<file path="src/rtl/find_best_hop.sv">
// find_best_hop: scans the neighbour table in shared memory and reports the
// highest-Q neighbour (nexthop) and the highest-Q in-cluster sink (nextsinks).
// Every memory read takes two cycles: the address is set on one edge and the
// data is captured two edges later, on the edge that also sets the next address.
module find_best_hop #(
    parameter logic [10:0] COUNT_ADDR    = 11'h010,
    parameter logic [10:0] ID_BASE       = 11'h020,
    parameter logic [10:0] Q_BASE        = 11'h040,
    parameter logic [10:0] SINK_BASE     = 11'h060,
    parameter int          MAX_NEIGHBORS = 16,
    parameter logic [15:0] NONE_ID       = 16'd65
) (
    input  logic        clock,
    input  logic        rst,
    input  logic        en,
    input  logic        start,
    input  logic [15:0] data_in,
    output logic [10:0] address,
    output logic [15:0] nexthop,
    output logic [15:0] nextsinks,
    output logic        done
);

    typedef enum logic [2:0] {
        S_WAIT    = 3'd0,
        S_IDLE    = 3'd1,
        S_CNT     = 3'd2,
        S_RD_ID   = 3'd3,
        S_RD_Q    = 3'd4,
        S_RD_SINK = 3'd5,
        S_DONE    = 3'd6
    } state_t;

    localparam logic [4:0]  MAX_N    = 5'(MAX_NEIGHBORS);
    localparam logic [15:0] MAX_N_16 = 16'(MAX_NEIGHBORS);

    state_t      state_q, state_d;
    logic        phase_q, phase_d;
    logic [10:0] address_q, address_d;
    logic [15:0] nexthop_q, nexthop_d;
    logic [15:0] nextsinks_q, nextsinks_d;
    logic [15:0] bestQ_q, bestQ_d;
    logic [15:0] bestSinkQ_q, bestSinkQ_d;
    logic [15:0] id_q, id_d;
    logic [15:0] qVal_q, qVal_d;
    logic [4:0]  index_q, index_d;
    logic [4:0]  count_q, count_d;
    logic        done_q, done_d;

    logic [4:0]  countClamped;
    logic [4:0]  indexNext;

    assign countClamped = (data_in > MAX_N_16) ? MAX_N : data_in[4:0];
    assign indexNext    = index_q + 5'd1;

    assign address   = address_q;
    assign nexthop   = nexthop_q;
    assign nextsinks = nextsinks_q;
    assign done      = done_q;

    // State register; reset parks the scanner in WAIT so a new scan needs en first.
    always_ff @(posedge clock or posedge rst) begin
        if (rst) begin
            state_q <= S_WAIT;
        end else begin
            state_q <= state_d;
        end
    end

    // Next-state logic; read states advance only on their capture (second) cycle.
    always_comb begin
        state_d = state_q;
        case (state_q)
            S_WAIT:    if (en)      state_d = S_IDLE;
            S_IDLE:    if (start)   state_d = S_CNT;
            S_CNT:     if (phase_q) state_d = (countClamped == 5'd0) ? S_DONE : S_RD_ID;
            S_RD_ID:   if (phase_q) state_d = S_RD_Q;
            S_RD_Q:    if (phase_q) state_d = S_RD_SINK;
            S_RD_SINK: if (phase_q) state_d = (indexNext == count_q) ? S_DONE : S_RD_ID;
            S_DONE:    state_d = S_WAIT;
            default:   state_d = S_WAIT;
        endcase
    end

    // Datapath next values: address sequencing, field capture and best-Q evaluation.
    always_comb begin
        phase_d     = 1'b0;
        address_d   = address_q;
        nexthop_d   = nexthop_q;
        nextsinks_d = nextsinks_q;
        bestQ_d     = bestQ_q;
        bestSinkQ_d = bestSinkQ_q;
        id_d        = id_q;
        qVal_d      = qVal_q;
        index_d     = index_q;
        count_d     = count_q;
        done_d      = done_q;
        case (state_q)
            S_WAIT: begin
                if (en) begin
                    done_d      = 1'b0;
                    nexthop_d   = NONE_ID;
                    nextsinks_d = NONE_ID;
                    bestQ_d     = 16'd0;
                    bestSinkQ_d = 16'd0;
                    index_d     = 5'd0;
                    address_d   = 11'd0;
                end
            end
            S_IDLE: begin
                if (start) begin
                    address_d = COUNT_ADDR;
                end
            end
            S_CNT: begin
                phase_d = ~phase_q;
                if (phase_q) begin
                    count_d = countClamped;
                    if (countClamped != 5'd0) begin
                        address_d = ID_BASE + {6'd0, index_q};
                    end
                end
            end
            S_RD_ID: begin
                phase_d = ~phase_q;
                if (phase_q) begin
                    id_d      = data_in;
                    address_d = Q_BASE + {6'd0, index_q};
                end
            end
            S_RD_Q: begin
                phase_d = ~phase_q;
                if (phase_q) begin
                    qVal_d    = data_in;
                    address_d = SINK_BASE + {6'd0, index_q};
                end
            end
            S_RD_SINK: begin
                phase_d = ~phase_q;
                if (phase_q) begin
                    // An ID equal to NONE_ID is never accepted, so holding NONE_ID means "nothing held yet".
                    if (id_q != NONE_ID) begin
                        if ((nexthop_q == NONE_ID) || (qVal_q > bestQ_q)) begin
                            nexthop_d = id_q;
                            bestQ_d   = qVal_q;
                        end
                        if ((data_in != 16'd0) &&
                            ((nextsinks_q == NONE_ID) || (qVal_q > bestSinkQ_q))) begin
                            nextsinks_d = id_q;
                            bestSinkQ_d = qVal_q;
                        end
                    end
                    index_d = indexNext;
                    if (indexNext != count_q) begin
                        address_d = ID_BASE + {6'd0, indexNext};
                    end
                end
            end
            S_DONE: begin
                done_d = 1'b1;
            end
            default: begin
                phase_d = 1'b0;
            end
        endcase
    end

    // Datapath registers; reset clears everything so an aborted scan leaves no partial result.
    always_ff @(posedge clock or posedge rst) begin
        if (rst) begin
            phase_q     <= 1'b0;
            address_q   <= 11'd0;
            nexthop_q   <= NONE_ID;
            nextsinks_q <= NONE_ID;
            bestQ_q     <= 16'd0;
            bestSinkQ_q <= 16'd0;
            id_q        <= 16'd0;
            qVal_q      <= 16'd0;
            index_q     <= 5'd0;
            count_q     <= 5'd0;
            done_q      <= 1'b0;
        end else begin
            phase_q     <= phase_d;
            address_q   <= address_d;
            nexthop_q   <= nexthop_d;
            nextsinks_q <= nextsinks_d;
            bestQ_q     <= bestQ_d;
            bestSinkQ_q <= bestSinkQ_d;
            id_q        <= id_d;
            qVal_q      <= qVal_d;
            index_q     <= index_d;
            count_q     <= count_d;
            done_q      <= done_d;
        end
    end

endmodule

</file>
<file path="config.mk">
export PLATFORM = sky130hd
export DESIGN_NAME = find_best_hop
export DESIGN_NICKNAME = d
export VERILOG_FILES = /design/src/rtl/find_best_hop.sv
export SDC_FILE = /design/constraint.sdc
export NUM_CORES = 1
export LEC_CHECK = 0
export ABC_CLOCK_PERIOD_IN_PS = 5200
export CAP_MARGIN = 0
export CORE_ASPECT_RATIO = 2
export CORE_MARGIN = 2
export CORE_UTILIZATION = 45
export CTS_CLUSTER_DIAMETER = 50
export CTS_CLUSTER_SIZE = 14
export DETAILED_ROUTE_END_ITERATION = 8
export PLACE_DENSITY = 0.66
export SYNTH_ARGS = -nofsm -noshare
export SYNTH_HDL_FRONTEND = slang
export SYNTH_SLANG_ARGS = --single-unit
</file>
<file path="constraint.sdc">
create_clock -name clock -period 5.2 [get_ports clock]
set_input_delay 0.78 -clock clock [delete_from_list [all_inputs] [get_ports clock]]
set_output_delay 0.78 -clock clock [all_outputs]
set_load 0.02 [all_outputs]
</file>
==> results.py, run 1 <==
metrics = {
    "status": {
        "outcome": "completed",
    },
    "global_route": {
        "grt_pass1_vias": 4273,
        "grt_util_met2": 0.3436,
        "grtUsageTotal": 0.2180,
        "grt_first_pass_wirelength_um": 23520,
        "antenna_found_initial": 0,
        "busiest_layer": "met2",
        "grt_max_degree": 52,
        "use_met1": 0.3046,
        "grt_overflow": 0,
        "use_met3": 0.04871,
    },
    "route": {
        "first_pass_iters": 6,
        "final_antenna_net_count": 0,
        "via_per_inst": 5.918,
        "drc_errors": 0,
        "wire_per_inst_um": 19.57,
        "drt_wl_total_um": 14270,
        "dr_total_vias": 4314,
        "drt_iter0_markers": 262,
    },
    "cts": {
        "cts-htree-levels": 4,
        "clock_latency_ps": 410,
        "cts_setup_buffers": 0,
        "cts_resized": 0,
        "cts_tree": "done",
        "clockBufferDepth": 2,
        "clk_pin_slew_ps": 60,
        "cts_hold_buf": 0,
        "cts_root_buf": "clkbuf_16",
        "numCtsBuffers": 17,
        "clkSinkCount": 118,
    },
    "sta": {
        "final.min_clock_period_ps": 3049,
        "slew_headroom": 0.4343,
        "tns_ps": 0,
        "fmax_mhz": 328.0,
        "rsz0062_at_grt": "false",
        "fin_skew_ps": 9.156,
        "maxSlewViolCount": 0,
        "worst_slack_ps": 2151,
        "setup_violations": 0,
        "finalHoldViolCount": 0,
        "timing.final.crit_share": 0.5863,
        "tightest_slew_ps": 846.2,
    },
    "place": {
        "placed_cells": 698,
        "gp_congestion": 0.8335,
        "io_buffer_count": 59,
        "dp_hpwl_um": 9666,
        "place_ws_ps": 1961,
    },
    "setup_path": {
        "cpPeakStageDelay_ps": 520,
        "crit_chain": "ha_1, nand4_1, nor3_1, a21boi_0, or4b_1, a31oi_2, buf_4, a22o_1",
        "path_max_fanout": 26,
        "critPathKind": "flop to flop",
        "worst_path_max_delay_cell": "nor3_1",
        "cp-endpoint": "bestSinkQ_q[5]$_DFFE_PP0P_",
        "reg2reg_depth": 8,
        "crit_start": "qVal_q[15]$_DFFE_PP0P_",
        "reg2reg_from": "qVal_q[15]$_DFFE_PP0P_",
        "critPathRequiredTime_ps": 5490,
        "arrival_ps": 3340,
        "end_kind": "flop",
        "r2r_end": "bestSinkQ_q[5]$_DFFE_PP0P_",
        "start_kind": "flop",
        "rrSetupSlack_ps": 2150,
    },
    "yosys": {
        "ys.flop_type": "dfrtp_1",
        "synth_cells": 505,
        "synth_top_area_frac": 0.4872,
        "synthTopCellsByArea": "dfrtp_1 (49%), a22o_1 (9.9%), ha_1 (7.1%)",
        "yosysTopAreaCell": "dfrtp_1",
        "avgSynthCellArea_um2": 11.60,
        "synth_most_common_cell": "dfrtp_1",
        "yosysWarningCount": 0,
        "mappedNetlistArea_um2": 5856,
        "seq_area_frac_synth": 0.5051,
        "synth-edff-count": 0,
        "synth_seq_cells": 118,
        "synthTopCellsByCount": "dfrtp_1 (114), a22o_1 (66), inv_1 (39)",
        "synth_cell_types": 59,
        "ys_async_sr_fraction": 1.000,
    },
    "floorplanning": {
        "die_h_um": 165.3,
        "ios": 64,
        "initial_core_util": 0.4559,
        "die-area_um2": 14000,
        "die_x_um": 84.66,
        "rows": 59,
        "core_area_um2": 12840,
    },
    "finish": {
        "nNetsFinal": 618,
        "syn_to_final_growth_pct": 22.01,
        "num_antenna_cells": 0,
        "drive_gt1_frac": 0.1577,
        "layout.cells.non_filler": 729,
    },
    "job": {
        "maxCapViolCount": 0,
    },
    "power_and_ir_drop": {
        "ir_drop_mv": 0.4336,
        "powerDensity_nw_per_um2": 670.0,
        "leakage_nw": 3.171,
    },
    "worst_hold_path": {
        "hold_class": "flop to flop",
        "hp-start": "nextsinks[0]$_DFFE_PP1P_",
    },
}
==> cells by family after synthesis <==
group                      count (synthesis)  share of synthesized area
muxes                                     38                    0.07628
xor gates and xnor gates                   6                   0.008974
adders and majority gates                 33                    0.07051
and+or+nand+nor                           99                    0.09637
buffers and inverters                     66                    0.05214
DFF                                      118                     0.5051
other                                      1                  0.0006404
AOI/OAI and AO/OA                        144                     0.1900
==> critical path: cells and delay by family, from the launching register on <==
kind / cells / cell delay (ps)
AND/OR/NAND/NOR: 3 / 1020
AO/OA/AOI/OAI: 3 / 790
flip-flops: 1 / 450
adder cells (fa/ha/maj): 1 / 350
buffers and inverters: 1 / 300
==> cells in the final DEF (no fill, tap or decap), drive strengths merged, types with 8 or more instances in the layout <==
master | netlist | routed
ha | 33 | 33
nor4 | 12 | 12
mux2 | 38 | 38
nand2 | 19 | 19
inv | 39 | 40
clkbuf | 8 | 19
nand4 | 8 | 8
nand3 | 14 | 14
a21oi | 25 | 25
dfrtp | 114 | 114
clkdlybuf4s50 | 0 | 59
a22o | 67 | 67
nor2 | 16 | 16
o21ai | 17 | 17
a31oi | 8 | 8
==> where the power goes <==
| part | total (W) | switching, W | leakage (nW) | internal, W |
|---|---|---|---|---|
| clock | 0.00122 | 0.000420 | 0.289 | 0.000799 |
| combinational | 0.00195 | 0.00106 | 1.32 | 0.000889 |
| sequential | 0.00161 | 0.000385 | 1.56 | 0.00123 |
==> sequential cells by signal, summed over array words and instances (netlist names) <==
name and cells:
bestQ_q 16, bestSinkQ_q 16, id_q 16, nexthop 16, nextsinks 16, qVal_q 16, address 7, count_q 5
index_q 5, state_q 3, done 1, phase_q 1
==> per-layer routing <==
| layer | share of wire | wire, um |
|---|---|---|
| met3 | 0.053 | 752 |
| met5 | 0 | 0 |
| met2 | 0.48 | 6852 |
| met4 | 0.013 | 184 |
| met1 | 0.45 | 6481 |
==> stage by stage <==
stage | utilization | instance area (um2) | total power (W) | hold slack [ps]
after CTS | 0.5562 | 7144 | 0.004800 | 496.1
after global routing | 0.5562 | 7144 | 0.005079 | 508.3
after global placement | 0.5086 | 6533 | 0.003521 | 475.7
final | 0.5562 | 7144 | 0.004787 | 496.2
after detailed placement | 0.5086 | 6533 | 0.003555 | 481.1
after floorplan | - | 5867 | 0.002854 | 465.8
==> how the worst min path moves through the flow <==
stage	slack, ps	depth (start not counted)	to
final	500	2	nextsinks[0]$_DFFE_PP1P_
after global placement	480	2	nextsinks[6]$_DFFE_PP1P_
after global routing	510	1	bestSinkQ_q[3]$_DFFE_PP0P_
after detailed placement	480	1	bestSinkQ_q[2]$_DFFE_PP0P_
after floorplan	470	1	bestSinkQ_q[10]$_DFFE_PP0P_
after CTS	500	2	nextsinks[6]$_DFFE_PP1P_
==> cell type report <==
type / count / area, um2
well taps: 152 / 190.2
flip-flops and latches: 118 / 2958
inverters: 40 / 152.6
repair buffers: 64 / 628.1
multi-input cells: 324 / 2604
clock inverters: 12 / 178.9
fillers: 1124 / 5700
clock buffers: 19 / 432.9
Note: power is estimated with default switching activity, not from simulation.
==> run 2, diff against run 1 <==
--- a/config.mk
+++ b/config.mk
@@ -5,7 +5,7 @@
 export SDC_FILE = /design/constraint.sdc
 export NUM_CORES = 1
 export LEC_CHECK = 0
-export ABC_CLOCK_PERIOD_IN_PS = 5200
+export ABC_CLOCK_PERIOD_IN_PS = 2500
 export CAP_MARGIN = 0
 export CORE_ASPECT_RATIO = 2
 export CORE_MARGIN = 2
@@ -13,7 +13,7 @@
 export CTS_CLUSTER_DIAMETER = 50
 export CTS_CLUSTER_SIZE = 14
 export DETAILED_ROUTE_END_ITERATION = 8
-export PLACE_DENSITY = 0.66
+export PLACE_DENSITY = 0.69
 export SYNTH_ARGS = -nofsm -noshare
 export SYNTH_HDL_FRONTEND = slang
 export SYNTH_SLANG_ARGS = --single-unit
==> constraint.sdc (replaced) <==
create_clock -name clock -period 2.5 [get_ports clock]
set_input_delay 0.375 -clock clock [delete_from_list [all_inputs] [get_ports clock]]
set_output_delay 0.375 -clock clock [all_outputs]
set_load 0.02 [all_outputs]
==> run 2 against run 1 <==
Against the previous run:
- clock-buffer cell count up 6
- clock skew down 0.59 ps
- routed wire length up 7.0%
- register-to-register slack worse by 2100 ps
- cell area up 8.3%
- combinational power rose to 2.6 times the previous value
- sequential cell count unchanged
- non-clock buffer count up 59
- first-iteration DRC count up 43%
- sequential power up 100%
- worst setup slack worse by 2100 ps
- critical endpoint is now bestSinkQ_q[15]$_DFFE_PP0P_
- largest cell class unchanged
==> results.py, run 2 (synthesized netlist as in run 1, its figures left out) <==
metrics = {
    "status": {
        "outcome": "completed",
    },
    "setup_path": {
        "start_kind": "flop",
        "critPathKind": "flop to flop",
        "arrival_ps": 2740,
        "cpPeakStageDelay_ps": 610,
        "reg2reg_depth": 7,
        "path_max_fanout": 8,
        "rrSetupSlack_ps": 50,
        "end_kind": "flop",
        "reg2reg_from": "qVal_q[9]$_DFFE_PP0P_",
        "worst_path_max_delay_cell": "or4b_4",
        "r2r_end": "bestSinkQ_q[15]$_DFFE_PP0P_",
        "critPathRequiredTime_ps": 2790,
        "cp_num_cells": 7,
        "critPathTopFamily": "simple AND/OR/NAND/NOR gates",
        "crit_chain": "ha_1, nand4_1, nor3_2, a21boi_1, or4b_4, a22o_4, a22o_1",
        "cp-endpoint": "bestSinkQ_q[15]$_DFFE_PP0P_",
        "crit_start": "qVal_q[9]$_DFFE_PP0P_",
        "path_buf_inv": 0,
    },
    "sta": {
        "setup_violations": 0,
        "slew_headroom": 0.5687,
        "timing.final.crit_share": 0.9785,
        "final.min_clock_period_ps": 2446,
        "finalHoldViolCount": 0,
        "tightest_slew_ps": 647.0,
        "worst_slack_ps": 53.78,
        "fmax_mhz": 408.8,
        "maxSlewViolCount": 0,
        "whs_ps": 484.6,
        "fin_skew_ps": 8.569,
    },
    "global_route": {
        "antenna_found_initial": 0,
        "grt_overflow": 0,
        "grt_max_degree": 119,
        "grt_pass1_vias": 4578,
        "grtUsageTotal": 0.2251,
        "grt_first_pass_wirelength_um": 24390,
    },
    "finish": {
        "final_common_cell": "dfrtp_1",
        "nNetsFinal": 680,
        "syn_to_final_growth_pct": 32.16,
        "final_cell_mix": "dfrtp_1 (112), a22o_1 (66), clkdlybuf4s50_1 (59), buf_4 (57), inv_1 (38)",
        "drive_gt1_frac": 0.2563,
        "num_antenna_cells": 0,
        "filler_cell_count": 1054,
    },
    "place": {
        "place_ws_ps": -100.1,
        "dp_hpwl_um": 10210,
        "io_buffer_count": 59,
        "gp_congestion": 0.8667,
    },
    "cts": {
        "clockBufferDepth": 2,
        "clk_pin_slew_ps": 50,
        "cts-htree-levels": 4,
        "clock_latency_ps": 410,
        "cts_hold_buf": 0,
        "cts_root_buf": "clkbuf_16",
        "numCtsBuffers": 17,
        "clkSinkCount": 118,
        "cts_tree": "done",
    },
    "route": {
        "drc_errors": 0,
        "final_antenna_net_count": 0,
        "drt_iter0_markers": 375,
        "wire_per_inst_um": 19.37,
        "dr_total_vias": 4634,
        "drt_wl_total_um": 15270,
        "first_pass_iters": 6,
        "via_per_inst": 5.881,
    },
    "power_and_ir_drop": {
        "leakage_nw": 3.506,
        "powerDensity_nw_per_um2": 1357,
        "ir_drop_mv": 0.7693,
    },
    "worst_hold_path": {
        "hold_class": "primary input to async pin",
    },
    "floorplanning": {
        "ios": 64,
        "initial_core_util": 0.4559,
        "die-area_um2": 14000,
        "rows": 59,
        "die_x_um": 84.66,
        "die_h_um": 165.3,
        "core_area_um2": 12840,
    },
    "job": {
        "maxCapViolCount": 0,
    },
}
[run 2: metal layers]
metal	GRT usage	share of wire	wire length [um]	vias to the layer above
met4	0.07431	0.023	358	0
met2	0.3622	0.49	7426	163
li1	-	-	-	2135
met3	0.03926	0.048	726	29
met1	0.3095	0.44	6754	2307
met5	0	0	0	-
[run 2: cell type report]
class,count,area (um2),area share
clock buffer,25,525.5,0.06791
clock inverter,3,17.52,0.002264
inverter,40,153.9,0.01989
multi-input combinational,327,2750,0.3554
sequential,118,2960,0.3825
tap,152,190.2,0.02458
timing repair buffer,123,1141,0.1475
[run 2: timing repair]
| item | CTS | global route |
|---|---|---|
| endpoints found under the setup margin | 62 | 58 |
| cloned | 1 | 2 |
| gates resized for setup | 7 | 15 |
| pin swaps | 3 | 5 |
| setup buffers | 1 | 3 |
[run 2: metrics by stage]
| stage | cells | total power [W] | cell area [um2] | setup TNS (ps) | util |
|---|---|---|---|---|---|
| floorplan | 508 | 0.005936 | 5871 | 0 | - |
| global placement | 753 | 0.007797 | 7009 | -2362 | 0.5457 |
| detailed placement | 753 | 0.007874 | 7009 | -4634 | 0.5457 |
| CTS | 783 | 0.01035 | 7606 | 0 | 0.5921 |
| global route | 788 | 0.01113 | 7739 | -29.47 | 0.6025 |
| finish | 788 | 0.01050 | 7739 | 0 | 0.6025 |
[run 2: how the worst min path moves through the flow]
stage                                startpoint                           to  cells after the start
finish                                      rst      bestQ_q[11]$_DFFE_PP0P_                      3
global route            bestQ_q[15]$_DFFE_PP0P_      bestQ_q[15]$_DFFE_PP0P_                      1
CTS                    nextsinks[6]$_DFFE_PP1P_     nextsinks[6]$_DFFE_PP1P_                      2
detailed placement     nextsinks[6]$_DFFE_PP1P_     nextsinks[6]$_DFFE_PP1P_                      2
global placement     bestSinkQ_q[4]$_DFFE_PP0P_   bestSinkQ_q[4]$_DFFE_PP0P_                      1
floorplan           bestSinkQ_q[10]$_DFFE_PP0P_  bestSinkQ_q[10]$_DFFE_PP0P_                      1
[run 2: worst register-to-register path, stage by stage (launching register included)]
cell and delay [ps]:
dfrtp_1 430, ha_1 320, nand4_1 150, nor3_2 80, a21boi_1 140, or4b_4 610, a22o_4 340, a22o_1 260
[run 2: report_power, final]
| part | switching, W | internal [W] | leakage (nW) |
|---|---|---|---|
| registers | 0.000677 | 0.00256 | 1.56 |
| logic | 0.00260 | 0.00245 | 1.68 |
| clock network | 0.000787 | 0.00142 | 0.269 |
| total | 0.00407 | 0.00643 | 3.51 |
==> run 3, diff against run 2 <==
--- a/config.mk
+++ b/config.mk
@@ -14,6 +14,7 @@
 export CTS_CLUSTER_SIZE = 14
 export DETAILED_ROUTE_END_ITERATION = 8
 export PLACE_DENSITY = 0.69
+export SETUP_SLACK_MARGIN = 0.4
 export SYNTH_ARGS = -nofsm -noshare
 export SYNTH_HDL_FRONTEND = slang
 export SYNTH_SLANG_ARGS = --single-unit
==> run 3 against run 2 <==
Against the previous run:
- the run now ends with setup timing left
- worst setup slack worse by 67 ps
- combinational power increased by 18%
- register-to-register slack got worse by 70 ps
- total power up 12%
==> results.py, run 3 (synthesized netlist as in run 1, its figures left out) <==
metrics = {
    "place": {
        "gp_congestion": 0.8325,
        "dp_hpwl_um": 10340,
        "placed_area_um2": 7059,
        "place_ws_ps": -247.8,
        "io_buffer_count": 59,
    },
    "setup_path": {
        "cpPeakStageDelay_ps": 610,
        "critPathKind": "flop to flop",
        "crit_start": "qVal_q[14]$_DFFE_PP0P_",
        "crit_chain": "buf_4, ha_4, nand4_1, nor3_2, a21boi_1, or4b_4, a22o_4, a22o_1",
        "worst_path_max_delay_cell": "or4b_4",
        "arrival_ps": 2790,
        "critPathRequiredTime_ps": 2780,
        "path_max_fanout": 8,
        "reg2reg_from": "qVal_q[14]$_DFFE_PP0P_",
        "rrSetupSlack_ps": -10,
        "end_kind": "flop",
        "start_kind": "flop",
        "critPathTopFamily": "simple AND/OR/NAND/NOR gates",
        "path_buf_inv": 1,
    },
    "global_route": {
        "grtUsageTotal": 0.2421,
        "grt_overflow": 0,
        "antenna_found_initial": 0,
        "grt_first_pass_wirelength_um": 26300,
        "grt_pass1_vias": 5007,
        "grt_max_degree": 119,
    },
    "cts": {
        "numCtsBuffers": 17,
        "cts-htree-levels": 4,
        "clkSinkCount": 118,
        "clockBufferDepth": 2,
        "clock_latency_ps": 400,
        "clk_pin_slew_ps": 60,
        "cts_root_buf": "clkbuf_16",
        "cts_tree": "done",
    },
    "worst_hold_path": {
        "hold_class": "primary input to async pin",
    },
    "sta": {
        "timing.final.crit_share": 1.005,
        "tns_ps": -74.12,
        "worst_slack_ps": -13.60,
        "slew_headroom": 0.5651,
        "finalHoldViolCount": 0,
        "maxSlewViolCount": 0,
        "setup_violations": 15,
        "fin_skew_ps": 6.731,
        "rsz0062_at_grt": "true",
        "tightest_slew_ps": 652.3,
        "final.min_clock_period_ps": 2514,
        "fmax_mhz": 397.8,
    },
    "power_and_ir_drop": {
        "p_total_w": 0.01178,
        "powerDensity_nw_per_um2": 1417,
        "ir_drop_mv": 0.9343,
        "leakage_nw": 3.722,
    },
    "finish": {
        "num_antenna_cells": 0,
        "nNetsFinal": 700,
        "final_cell_mix": "dfrtp_1 (113), a22o_1 (66), buf_4 (62), clkdlybuf4s50_1 (59), inv_1 (38)",
        "drive_gt1_frac": 0.3227,
        "final_common_cell": "dfrtp_1",
        "final_area_um2": 8313,
        "syn_to_final_growth_pct": 41.97,
    },
    "route": {
        "final_antenna_net_count": 0,
        "drt_iter0_markers": 409,
        "wire_per_inst_um": 21.10,
        "drt_wl_total_um": 17130,
        "drc_errors": 0,
        "via_per_inst": 5.983,
        "first_pass_iters": 5,
        "dr_total_vias": 4858,
    },
    "floorplanning": {
        "core_area_um2": 12840,
        "initial_core_util": 0.4559,
        "die-area_um2": 14000,
        "rows": 59,
        "die_x_um": 84.66,
        "ios": 64,
        "die_h_um": 165.3,
    },
    "status": {
        "outcome": "finished with violations",
        "violations": "setup timing",
    },
    "job": {
        "maxCapViolCount": 0,
    },
}
[run 3: cell count changes in the layout (fill, tap and decap cells not counted), moves of 4 or more]
| cell | before | now |
|---|---|---|
| buf_6 | 2 | 14 |
| ha_1 | 29 | 18 |
| ha_4 | 4 | 15 |
| buf_4 | 57 | 62 |
| a21oi_1 | 22 | 18 |
| a21oi_2 | 3 | 7 |
| bufinv_16 | 0 | 4 |
| clkbuf_8 | 7 | 3 |
[run 3: power breakdown]
part	internal, W	switching [W]
combinational	0.00297	0.00302
clock	0.00174	0.000832
sequential	0.00255	0.000663
[run 3: routing by layer]
layer | share of wire | GRT usage
met4 | 0.039 | 0.1032
met3 | 0.064 | 0.04970
met2 | 0.49 | 0.3976
met5 | 0 | 0
met1 | 0.40 | 0.3098
[run 3: worst register-to-register path, cell delays in order (launching register included)]
cell and delay [ps]:
dfrtp_1 380, buf_4 160, ha_4 220, nand4_1 200, nor3_2 90, a21boi_1 160, or4b_4 610, a22o_4 350
a22o_1 230
[run 3: timing repair]
item,in CTS,in global routing
gates resized for setup,34,32
endpoints found under the setup margin,71,71
cloned,3,2
pin swaps,31,16
setup buffers,15,6
hold buffers,0,0
[run 3: per-stage QoR]
step / hold WS, ps / std cells / utilization
final: 496.0 / 812 / 0.6472
after global routing: 515.0 / 812 / 0.6472
after CTS: 496.6 / 804 / 0.6296
after detailed placement: 481.8 / 754 / 0.5496
after global placement: 482.0 / 754 / 0.5496
after floorplan: 465.8 / 508 / -
[run 3: final timing paths]
path / to / cells after the start
max: bestSinkQ_q[9]$_DFFE_PP0P_ / 8
min: bestQ_q[13]$_DFFE_PP0P_ / 3
max reg2reg: bestSinkQ_q[9]$_DFFE_PP0P_ / 8
min reg2reg: address[6]$_DFFE_PP0P_ / 1
max in group asynchronous: bestSinkQ_q[9]$_DFFE_PP0P_ / 3
min in group clock: address[6]$_DFFE_PP0P_ / 1
[run 3: layout make-up]
type / count / area (um2)
clock buffer: 23 / 478.0
clock inverter: 9 / 147.6
fill: 951 / 4532
inverter: 40 / 153.9
multi-input combinational: 327 / 3005
sequential: 118 / 2959
tap: 152 / 190.2
timing repair buffer: 143 / 1379
